`src/rtl/lwdo_regs_pkg.sv`:
```
`default_nettype none
// ============================================================================
// Module      : lwdo_regs_pkg
// Description : Register indices and constants for the LWDO register block.
// Revision    : 1.0 - initial release
// ============================================================================
package lwdo_regs_pkg;

    localparam int unsigned REG_MAGIC   = 0;
    localparam int unsigned REG_CON     = 1;
    localparam int unsigned REG_ADCSTR1 = 2;
    localparam int unsigned REG_ADCSTR2 = 3;

    localparam logic [31:0] MAGIC_VALUE = 32'h4C57444F;  // "LWDO"
    localparam int unsigned CON_RST_BIT = 0;

endpackage : lwdo_regs_pkg
`default_nettype wire

```
`src/rtl/wb_slave_if.sv`:
```
`default_nettype none
// ============================================================================
// Module      : wb_slave_if
// Description : Pipelined Wishbone slave front end: accept decode and
//               single-cycle-latency ack generation. Never stalls.
// Revision    : 1.0 - initial release
// ============================================================================
module wb_slave_if #(
    parameter int ADDRESS_WIDTH = 10
) (
    input  logic                     i_clk,
    input  logic                     i_rst,
    input  logic                     i_wb_cyc,
    input  logic                     i_wb_stb,
    input  logic                     i_wb_we,
    input  logic [ADDRESS_WIDTH-1:2] i_wb_word_adr,
    output logic                     o_wb_stall,
    output logic                     o_wb_ack,
    output logic                     o_rd_accept,
    output logic                     o_wr_accept,
    output logic [ADDRESS_WIDTH-3:0] o_index
);

    logic w_accept;
    logic r_ack;

    assign o_wb_stall = 1'b0;

    // Requests seen while reset is asserted are dropped outright.
    assign w_accept    = i_wb_cyc & i_wb_stb & ~o_wb_stall & ~i_rst;
    assign o_rd_accept = w_accept & ~i_wb_we;
    assign o_wr_accept = w_accept &  i_wb_we;
    assign o_index     = i_wb_word_adr;

    always_ff @(posedge i_clk) begin
        if (i_rst) begin
            r_ack <= 1'b0;
        end else begin
            r_ack <= w_accept;
        end
    end

    assign o_wb_ack = r_ack;

endmodule : wb_slave_if
`default_nettype wire

```
`src/rtl/lwdo_regs_wb.sv`:
```
`default_nettype none
// ============================================================================
// Module      : lwdo_regs_wb
// Description : LWDO Wishbone register slave: magic ID, control register and
//               read-to-pop ports for the two ADC stream FIFOs.
// Revision    : 1.0 - initial release
// ============================================================================
module lwdo_regs_wb
    import lwdo_regs_pkg::*;
#(
    parameter int          ADDRESS_WIDTH     = 10,
    parameter logic [31:0] DEFAULT_READ_DATA = 32'h00000000
) (
    input  logic                     i_clk,
    input  logic                     i_rst,
    input  logic                     i_wb_cyc,
    input  logic                     i_wb_stb,
    output logic                     o_wb_stall,
    output logic                     o_wb_ack,
    input  logic                     i_wb_we,
    input  logic [ADDRESS_WIDTH-1:0] i_wb_adr,
    input  logic [31:0]              i_wb_dat,
    input  logic [3:0]               i_wb_sel,
    output logic [31:0]              o_wb_dat,
    input  logic [31:0]              i_adcstr1_rx_data,
    input  logic [31:0]              i_adcstr2_rx_data,
    output logic                     o_adcstr1_rx_data_read_trigger,
    output logic                     o_adcstr2_rx_data_read_trigger,
    output logic                     o_con_rst
);

    localparam int IW = ADDRESS_WIDTH - 2;

    logic          w_rd_accept;
    logic          w_wr_accept;
    logic [IW-1:0] w_index;
    logic [31:0]   w_rd_data;
    logic          w_unused;
    logic          r_con_rst;
    logic [31:0]   r_dat;

    wb_slave_if #(
        .ADDRESS_WIDTH (ADDRESS_WIDTH)
    ) u_wb_slave_if (
        .i_clk         (i_clk),
        .i_rst         (i_rst),
        .i_wb_cyc      (i_wb_cyc),
        .i_wb_stb      (i_wb_stb),
        .i_wb_we       (i_wb_we),
        .i_wb_word_adr (i_wb_adr[ADDRESS_WIDTH-1:2]),
        .o_wb_stall    (o_wb_stall),
        .o_wb_ack      (o_wb_ack),
        .o_rd_accept   (w_rd_accept),
        .o_wr_accept   (w_wr_accept),
        .o_index       (w_index)
    );

    // Byte lanes beyond bit 0 and the byte offset carry no state here.
    assign w_unused = ^{i_wb_adr[1:0], i_wb_sel[3:1], i_wb_dat[31:1]};

    always_comb begin
        w_rd_data = DEFAULT_READ_DATA;
        if (w_index == IW'(REG_MAGIC)) begin
            w_rd_data = MAGIC_VALUE;
        end else if (w_index == IW'(REG_CON)) begin
            w_rd_data = 32'h0;
            w_rd_data[CON_RST_BIT] = r_con_rst;
        end else if (w_index == IW'(REG_ADCSTR1)) begin
            w_rd_data = i_adcstr1_rx_data;
        end else if (w_index == IW'(REG_ADCSTR2)) begin
            w_rd_data = i_adcstr2_rx_data;
        end
    end

    always_ff @(posedge i_clk) begin
        if (i_rst) begin
            r_con_rst <= 1'b0;
            r_dat     <= 32'h0;
        end else begin
            if (w_wr_accept && (w_index == IW'(REG_CON)) && i_wb_sel[0]) begin
                r_con_rst <= i_wb_dat[CON_RST_BIT];
            end
            if (w_rd_accept) begin
                r_dat <= w_rd_data;
            end
        end
    end

    // Pop at the same edge that captures the head word, so streaming reads
    // see consecutive FIFO entries.
    assign o_adcstr1_rx_data_read_trigger = w_rd_accept && (w_index == IW'(REG_ADCSTR1));
    assign o_adcstr2_rx_data_read_trigger = w_rd_accept && (w_index == IW'(REG_ADCSTR2));

    assign o_wb_dat  = r_dat;
    assign o_con_rst = r_con_rst;

endmodule : lwdo_regs_wb
`default_nettype wire

```
`config.mk`:
```
export PLATFORM = sky130hd
export DESIGN_NAME = lwdo_regs_wb
export DESIGN_NICKNAME = d
export VERILOG_FILES = /design/src/rtl/lwdo_regs_pkg.sv /design/src/rtl/wb_slave_if.sv /design/src/rtl/lwdo_regs_wb.sv
export SDC_FILE = /design/constraint.sdc
export NUM_CORES = 1
export LEC_CHECK = 0
export ABC_AREA = 1
export BUFFER_PORTS_ARGS = -buffer_cell sky130_fd_sc_hd__buf_2
export CAP_MARGIN = 20
export CORE_MARGIN = 2
export CORE_UTILIZATION = 41
export DETAILED_ROUTE_END_ITERATION = 7
export PLACE_DENSITY = 0.85
export SYNTH_ARGS = -nofsm -noshare
export SYNTH_HDL_FRONTEND = slang
export SYNTH_SLANG_ARGS = --single-unit
```
`constraint.sdc`:
```
create_clock -name i_clk -period 1.1 [get_ports i_clk]
set_input_delay 0.055 -clock i_clk [delete_from_list [all_inputs] [get_ports i_clk]]
set_output_delay 0.055 -clock i_clk [all_outputs]
set_load 0.01 [all_outputs]
```
==> out/results.txt, run 1 <==
outcome -> finished clean
1st-iter DRT viols -> 60
Synth top area share -> 31.4%
Root Buffer -> clkbuf_8
global-route wire length before repair -> 10.2 mm
Crit path required time -> 1.04 ns
CP Max Fanout -> 23
fin crit share -> 88.8%
final worst slack -> 0.123 ns
Tot Pwr -> 0.00272 W
Post-Place Worst Slack -> -0.177 ns
asr flop ratio synth -> 0%
critical path endpoint category -> primary output
largest family of logic cells by synthesized area -> simple AND/OR/NAND/NOR gates
crit path time final -> 0.977 ns
fmax -> 1020 MHz
dominant synthesized flop cell -> dfxtp_1
grt total ovfl -> 0
RD Place Congestion -> 0.794
crit path capture -> o_adcstr1_rx_data_read_trigger
share of cells above drive strength 1 -> 39.6%
clock slew at reported path FFs -> 0.07 ns
flop2flop setup slack -> 0.29 ns
r2r endpoint -> o_wb_dat[0]$_SDFFE_PP0P_
1st-pass router iterations -> 4
initial antenna violation count -> 0
Setup crit start kind -> primary input
dpl cells -> 528
ANT cells -> 0
Post-Synthesis Cell Area -> 2170 µm²
Seq. cell area -> 681 µm²
cell-internal power -> 0.00211 W
GR peak layer -> met2
input/output buffers -> 114
CTS tree -> done
fraction of the mapped netlist area in adder cells -> 0%
Critical Path Start -> i_wb_cyc
post-synthesis mux area share -> 0%
fin cells -> 535
All-Layer GR Usage -> 20.7%
initial core utilization -> 42.5%
met1 GRT Util -> 24.2%
Die Ht -> 76.7 µm
crit path DAT -> 0.92 ns
HPWL Detailed -> 4.37 mm
sequential fraction of the synthesis area -> 31.4%
DR vias -> 2446
endpoints failing hold -> 0
Synth Area in XOR/XNOR -> 0%
Synth Instances -> 347
reg2reg start -> o_con_rst$_SDFFE_PP0P_
setup violators final -> 0
grt met2 use -> 37.7%
Fillers -> 485
Worst Hold Class -> in2reg
Clock Skews -> 0.000350 ns
clock buffer depth -> 2
maximum vdd drop -> 0.670 mV
Clk pwr share -> 42.7%
setup TNS -> 0 ns
top-count cell post-synth -> nand2_1
met3 Resource Use GR -> 5.41%
leading area contributor after synthesis -> dfxtp_1
Yosys reg bits -> 34
vias in the first global route -> 2390
PwrDens -> 915 nW/µm²
Vias/cell -> 4.57
I/O pins -> 152
Sw Pwr -> 0.000610 W
largest net degree at the start of global routing -> 28
H-tree levels -> 2
Avg Cell Area, Syn -> 6.25 µm²
switching power share of the total -> 22.4%
die area -> 5890 µm²
TritonCTS buffer count -> 5
Leak Pwr -> 1.57 nW
Max Cap Viol -> 0
CTS Hold Buffers Added -> 0
Gate power share -> 11.9%
Commonest cells post-synth -> 181 x nand2_1, 34 x dfxtp_1, 31 x inv_1
unrepaired setup endpoints after global routing -> false
Die W -> 76.7 µm
Post-route DRC -> 0
Ys Warns -> 0
kind of critical path -> in2out
EDFF count, synth -> 0
max-slew violations -> 0
NumNets Final -> 580
largest cells by area after synthesis -> dfxtp_1 31%, nand2_1 31%, a21oi_2 12%, inv_1 5.4%, a21oi_1 3.5%
multi-input logic area -> 1230 µm²
Core Region -> 5110 µm²
Synth Area in Simple Gates -> 40.6%
Reg power frac -> 45.3%
routed length per instance -> 11.0 µm
final wirelength -> 5.88 mm
# rows -> 26
Compound-Gate Fraction of Synth Area -> 15.8%
syn_nets -> 462
Sink Count -> 34
Synth cell types -> 20
area delta synth->final -> 37.1%
cells on worst reg2reg path -> 4
Clk Latency, worst-skew pair -> 0.28 ns
Fin Hold WS -> 0.0193 ns
Routed Antenna Nets -> 0
[power by group through the flow]
stage / logic, W / registers, W / clock network (W)
after floorplan: 0.000134 / 0.00126 / 0
after global placement: 0.000313 / 0.00126 / 0
after detailed placement: 0.000320 / 0.00126 / 0
after CTS: 0.000322 / 0.00123 / 0.00120
after global routing: 0.000359 / 0.00123 / 0.00125
final: 0.000324 / 0.00123 / 0.00116
[cell type report]
cell class	count	area share, %
tap	70	2.95
clock inverter	1	1.01
timing repair buffer	130	24.6
clock buffer	6	2.78
sequential	34	22.9
multi-input combinational	260	41.5
inverter	34	4.29
[cells by family (layout without fill, tap and decap cells)]
group / after synthesis / count (layout)
AO/OA/AOI/OAI: 46 / 46
flip-flops: 34 / 34
other: 1 / 1
buffers and inverters: 53 / 171
AND/OR/NAND/NOR: 213 / 213
[layout by cell type (no fill, tap or decap), types with 2 or more instances in the layout]
cell	netlist	routed
clkbuf_8	0	6
nand2_1	181	181
buf_2	4	114
nor3_1	2	2
inv_1	31	31
inv_2	3	3
nor2_4	6	7
dfxtp_1	34	34
nand2_2	5	5
buf_4	5	12
nor2_1	12	12
a21oi_2	30	30
buf_12	0	3
a21oi_1	15	15
nand3_1	4	4
[metrics by stage]
step	instance area [µm²]	util (%)
floorplan	2170	-
global placement	2850	55.8
detailed placement	2850	55.8
CTS	2960	58.0
global route	2970	58.2
finish	2970	58.2
[critical path, stage by stage]
cell     delay, ns
buf_2         0.09
nand2_1       0.08
nor2_4        0.13
nand2_4       0.07
buf_6         0.18
nor3_1        0.15
buf_2         0.16
[repair_timing]
item                                    in CTS  in global routing
buffers inserted                             0                  0
endpoints found under the setup margin       0                  6
resized for setup                            0                  2
[flip-flops by register name, indices dropped and copies added, names as in the netlist]
signal,count
o_wb_dat,32
o_con_rst,1
u_wb_slave_if.o_wb_ack,1
[worst min-delay path by stage]
stage                      startpoint                           endpoint  slack, ns  cells past startpoint
final                     i_wb_dat[0]             o_con_rst$_SDFFE_PP0P_       0.02                      3
after global routing            i_rst  u_wb_slave_if.o_wb_ack$_SDFF_PP0_       0.03                      2
after CTS                 i_wb_dat[0]             o_con_rst$_SDFFE_PP0P_       0.01                      3
after detailed placement  i_wb_dat[0]             o_con_rst$_SDFFE_PP0P_       0.31                      3
after global placement    i_wb_dat[0]             o_con_rst$_SDFFE_PP0P_       0.31                      3
after floorplan           i_wb_dat[0]             o_con_rst$_SDFFE_PP0P_       0.22                      2
[metal layers]
layer	up-vias	wire length (µm)	share of wire (%)
met3	5	372	6.3
met5	-	0	0
li1	1276	-	-
met1	1084	2580	44
met4	0	38	0.65
met2	81	2890	49
Power figures use the tool's default switching activity.
==> run 2: changes to the inputs <==
--- a/config.mk
+++ b/config.mk
@@ -8,8 +8,10 @@
 export ABC_AREA = 1
 export BUFFER_PORTS_ARGS = -buffer_cell sky130_fd_sc_hd__buf_2
 export CAP_MARGIN = 20
+export CELL_PAD_IN_SITES_DETAIL_PLACEMENT = 0
+export CELL_PAD_IN_SITES_GLOBAL_PLACEMENT = 2
 export CORE_MARGIN = 2
-export CORE_UTILIZATION = 41
+export CORE_UTILIZATION = 19
 export DETAILED_ROUTE_END_ITERATION = 7
 export PLACE_DENSITY = 0.85
 export SYNTH_ARGS = -nofsm -noshare
==> run 2 against run 1 <==
Compared with the run above:
- total power is 16% higher
- sequential cell count stayed put
- utilization is 30 points lower
- critical path depth is 1 lower
- highest routed layer unchanged
==> out/results.txt, run 2 (synthesis gave the netlist of run 1 again) <==
largest net degree at the start of global routing -> 33
kind of critical path -> in2out
# rows -> 39
area delta synth->final -> 46.6%
All-Layer GR Usage -> 11.2%
dpl cells -> 607
Routed Antenna Nets -> 0
CP Max Fanout -> 5
Max Cap Viol -> 0
Leak Pwr -> 1.61 nW
H-tree levels -> 2
outcome -> finished clean
TritonCTS buffer count -> 5
hold depth -> 3
Post-route DRC -> 0
multi-input logic area -> 1240 µm²
cells on worst reg2reg path -> 4
I/O pins -> 152
Seq. cell area -> 681 µm²
clock slew at reported path FFs -> 0.05 ns
global-route wire length before repair -> 11.4 mm
Root Buffer -> clkbuf_16
NumNets Final -> 586
share of cells above drive strength 1 -> 40.5%
r2r endpoint -> o_wb_dat[0]$_SDFFE_PP0P_
unrepaired setup endpoints after global routing -> false
Die W -> 111 µm
post-CTS setup buffer count -> 0
routed length per instance -> 11.0 µm
Post-Place Worst Slack -> -0.205 ns
Rel. slew slack -> 63.9%
fin util -> 28.2%
post-cts sizing count -> 0
DR vias -> 2413
initial antenna violation count -> 0
Sink Count -> 34
PwrDens -> 993 nW/µm²
Worst Hold Class -> in2reg
grt total ovfl -> 0
setup violators final -> 0
placed standard-cell area -> 3000 µm²
HPWL Detailed -> 5.30 mm
fin crit share -> 92.9%
Clock Skews -> 0.000359 ns
input/output buffers -> 114
clock buffer depth -> 2
Core Region -> 11300 µm²
CTS tree -> done
final wirelength -> 6.77 mm
WHS Endpoint -> o_con_rst$_SDFFE_PP0P_
most common cell after layout, fill and taps aside -> nand2_1
maximum vdd drop -> 0.470 mV
reg2reg start -> o_con_rst$_SDFFE_PP0P_
max-slew violations -> 0
Clk Latency, worst-skew pair -> 0.27 ns
ANT cells -> 0
final worst slack -> 0.0778 ns
crit path DAT -> 0.97 ns
vias in the first global route -> 2423
Setup crit start kind -> primary input
Crit path required time -> 1.04 ns
fmax -> 978 MHz
1st-iter DRT viols -> 70
crit path time final -> 1.02 ns
CTS Hold Buffers Added -> 0
most frequent cells in the layout -> 181 x nand2_1, 114 x buf_2, 34 x dfxtp_1, 31 x inv_1, 30 x a21oi_2
fin cells -> 615
RD Place Congestion -> 0.698
die area -> 12300 µm²
flop2flop setup slack -> 0.34 ns
critical path endpoint category -> primary output
Design Area, Final -> 3180 µm²
Vias/cell -> 3.92
Fillers -> 1298
Worst Hold Launch -> i_wb_dat[0]
max FFs per register -> 32
1st-pass router iterations -> 4
worst slew pin tran -> 0.542 ns
initial core utilization -> 19.2%
endpoints failing hold -> 0
Die Ht -> 111 µm
## run 2: worst max-delay path, stage by stage
cell	delay, ns
buf_2	0.10
nor2_1	0.12
nand2_2	0.14
buf_4	0.18
nor3_2	0.21
buf_2	0.17
## run 2: worst max-delay path by stage
stage	startpoint	to	slack, ns	depth (start not counted)
2_1_floorplan	i_wb_adr[7]	o_wb_dat[10]$_SDFFE_PP0P_	0.1	7
3_3_place_gp	i_wb_adr[7]	o_wb_dat[3]$_SDFFE_PP0P_	-0.14	7
3_5_place_dp	i_wb_adr[7]	o_wb_dat[26]$_SDFFE_PP0P_	-0.20	7
4_1_cts	i_wb_adr[7]	o_adcstr2_rx_data_read_trigger	0.04	6
5_1_grt	i_wb_adr[7]	o_adcstr2_rx_data_read_trigger	0.02	6
6_report	i_wb_adr[7]	o_adcstr2_rx_data_read_trigger	0.08	6
## run 2: through the flow
step	setup TNS, ns	hold slack (ns)	power [W]
after floorplan	0	0.218	0.00140
after global placement	-3.24	0.322	0.00160
after detailed placement	-3.93	0.326	0.00160
after CTS	0	0.0458	0.00323
after global routing	0	0.0899	0.00331
final	0	0.0590	0.00315
## run 2: power by group
group | leakage [nW] | switching (W) | internal (W)
logic | 1.26 | 0.000174 | 0.000161
registers | 0.274 | 0.000000609 | 0.00123
clock network | 0.0781 | 0.000515 | 0.00107
total | 1.61 | 0.000689 | 0.00247
## run 2: cell type report
cell class / count / area share, %
Clock buffer: 7 / 4.17
Clock inverter: 1 / 0.945
Inverter: 34 / 4.02
Multi-Input combinational cell: 260 / 39.1
Sequential cell: 34 / 21.4
Tap cell: 143 / 5.63
Timing Repair Buffer: 136 / 24.7
## run 2: metal layers
layer	vias up	part of all wire (%)	GRT usage [%]	routed length, µm
met2	62	48	19.4	3240
li1	1295	-	-	-
met1	1052	46	13.7	3080
met5	-	0	0	0
met4	0	0.59	2.50	40
met3	4	6.0	3.17	407
==> run 3: changes to the inputs <==
--- a/config.mk
+++ b/config.mk
@@ -14,6 +14,7 @@
 export CORE_UTILIZATION = 19
 export DETAILED_ROUTE_END_ITERATION = 7
 export PLACE_DENSITY = 0.85
+export RECOVER_POWER = 25
 export SYNTH_ARGS = -nofsm -noshare
 export SYNTH_HDL_FRONTEND = slang
 export SYNTH_SLANG_ARGS = --single-unit
==> run 3 against run 2 <==
Compared with the run above:
- maximum frequency is the same
- sequential cell count unchanged
- clock power barely moved
- global-route usage unchanged
- total power barely moved
- via count barely moved
- combinational power barely moved
- die area unchanged
- critical endpoint unchanged
==> out/results.txt, run 3 (synthesis gave the netlist of run 1 again) <==
Setup crit start kind -> primary input
I/O pins -> 152
RD Place Congestion -> 0.698
PwrDens -> 999 nW/µm²
CTS tree -> done
dpl cells -> 607
Root Buffer -> clkbuf_16
1st-pass router iterations -> 4
maximum vdd drop -> 0.470 mV
Crit path required time -> 1.04 ns
Fin Hold WS -> 0.0590 ns
routed length per instance -> 11.0 µm
All-Layer GR Usage -> 11.2%
vias in the first global route -> 2423
H-tree levels -> 2
Clock Skews -> 0.000358 ns
met3 WL post-DR -> 407 µm
worst slew pin tran -> 0.541 ns
post-CTS setup buffer count -> 0
clock buffer depth -> 2
die area -> 12300 µm²
most common cell after layout, fill and taps aside -> nand2_1
CTS Hold Buffers Added -> 0
most frequent cells in the layout -> 181 x nand2_1, 98 x buf_2, 34 x dfxtp_1, 31 x inv_1, 30 x a21oi_2
grt total ovfl -> 0
Routed Antenna Nets -> 0
Sw Pwr -> 0.000690 W
Reg power frac -> 39.1%
final wirelength -> 6.78 mm
Max Cap Viol -> 0
Clk Latency, worst-skew pair -> 0.27 ns
WL met1 -> 3.10 mm
area delta synth->final -> 45.6%
fin crit share -> 92.9%
Post-route DRC -> 0
max-slew violations -> 0
setup violators final -> 0
outcome -> finished clean
fmax -> 978 MHz
endpoints failing hold -> 0
Clk pwr share -> 50.3%
Sink Count -> 34
Die Ht -> 111 µm
CP Max Fanout -> 5
setup TNS -> 0 ns
DR WL met2 -> 3.24 mm
input/output buffers -> 114
post-cts sizing count -> 0
ANT cells -> 0
unrepaired setup endpoints after global routing -> false
global-route wire length before repair -> 11.4 mm
HPWL Detailed -> 5.30 mm
Rel. slew slack -> 63.9%
initial antenna violation count -> 0
Leak Pwr -> 1.54 nW
crit path DAT -> 0.97 ns
uppermost routed layer -> met4
Worst Hold Class -> in2reg
max FFs per register -> 32
Vias/cell -> 3.93
Die W -> 111 µm
cell-internal power -> 0.00246 W
Core Region -> 11300 µm²
initial core utilization -> 19.2%
largest net degree at the start of global routing -> 33
switching power share of the total -> 21.9%
crit path time final -> 1.02 ns
fin cells -> 615
NumNets Final -> 586
DR vias -> 2414
Gate power share -> 10.6%
# rows -> 39
1st-iter DRT viols -> 72
critical path endpoint category -> primary output
kind of critical path -> in2out
share of cells above drive strength 1 -> 37.1%
clock slew at reported path FFs -> 0.05 ns
TritonCTS buffer count -> 5
[run 3: cell types whose count changed in the layout (fill, tap and decap cells not counted)]
cell,before,now
buf_2,114,98
clkbuf_1,2,18
[run 3: critical path, cell delays in order]
cell	delay (ns)
buf_2	0.10
nor2_1	0.12
nand2_2	0.14
buf_4	0.18
nor3_2	0.21
buf_2	0.17
[run 3: area by class of cell]
type	count	area, µm²
clock buffers	7	133
clock inverters	1	30.0
fillers	1308	8110
inverters	34	128
multi-input cells	260	1240
flip-flops and latches	34	681
well taps	143	179
repair buffers	136	766
[run 3: worst paths after layout]
check,startpoint,endpoint,slack [ns],cells past startpoint
max,i_wb_adr[7],o_adcstr2_rx_data_read_trigger,0.08,6
min,i_wb_dat[0],o_con_rst$_SDFFE_PP0P_,0.06,3
max reg2reg,o_con_rst$_SDFFE_PP0P_,o_wb_dat[0]$_SDFFE_PP0P_,0.34,4
min reg2reg,o_wb_dat[12]$_SDFFE_PP0P_,o_wb_dat[12]$_SDFFE_PP0P_,0.47,2
[run 3: metrics by stage]
stage / area [µm²] / setup WS, ns / power (W) / util, %
6_report: 3160 / 0.0778 / 0.00315 / 28.0
5_1_grt: 3160 / 0.0152 / 0.00331 / 28.0
4_1_cts: 3160 / 0.0379 / 0.00323 / 28.1
3_5_place_dp: 3000 / -0.205 / 0.00160 / 26.6
3_3_place_gp: 3000 / -0.144 / 0.00160 / 26.6
2_1_floorplan: 2170 / 0.0960 / 0.00140 / -
[run 3: power by group through the flow]
stage / logic [W] / clock network, W / registers, W
6_report: 0.000334 / 0.00159 / 0.00123
4_1_cts: 0.000338 / 0.00166 / 0.00123
2_1_floorplan: 0.000134 / 0 / 0.00126
3_3_place_gp: 0.000334 / 0 / 0.00126
3_5_place_dp: 0.000337 / 0 / 0.00126
5_1_grt: 0.000378 / 0.00170 / 0.00123
[run 3: layer usage]
metal	GRT usage, %	up-vias
met5	0	-
met4	2.50	0
met3	3.17	4
met2	19.4	62
met1	13.7	1053
li1	-	1295
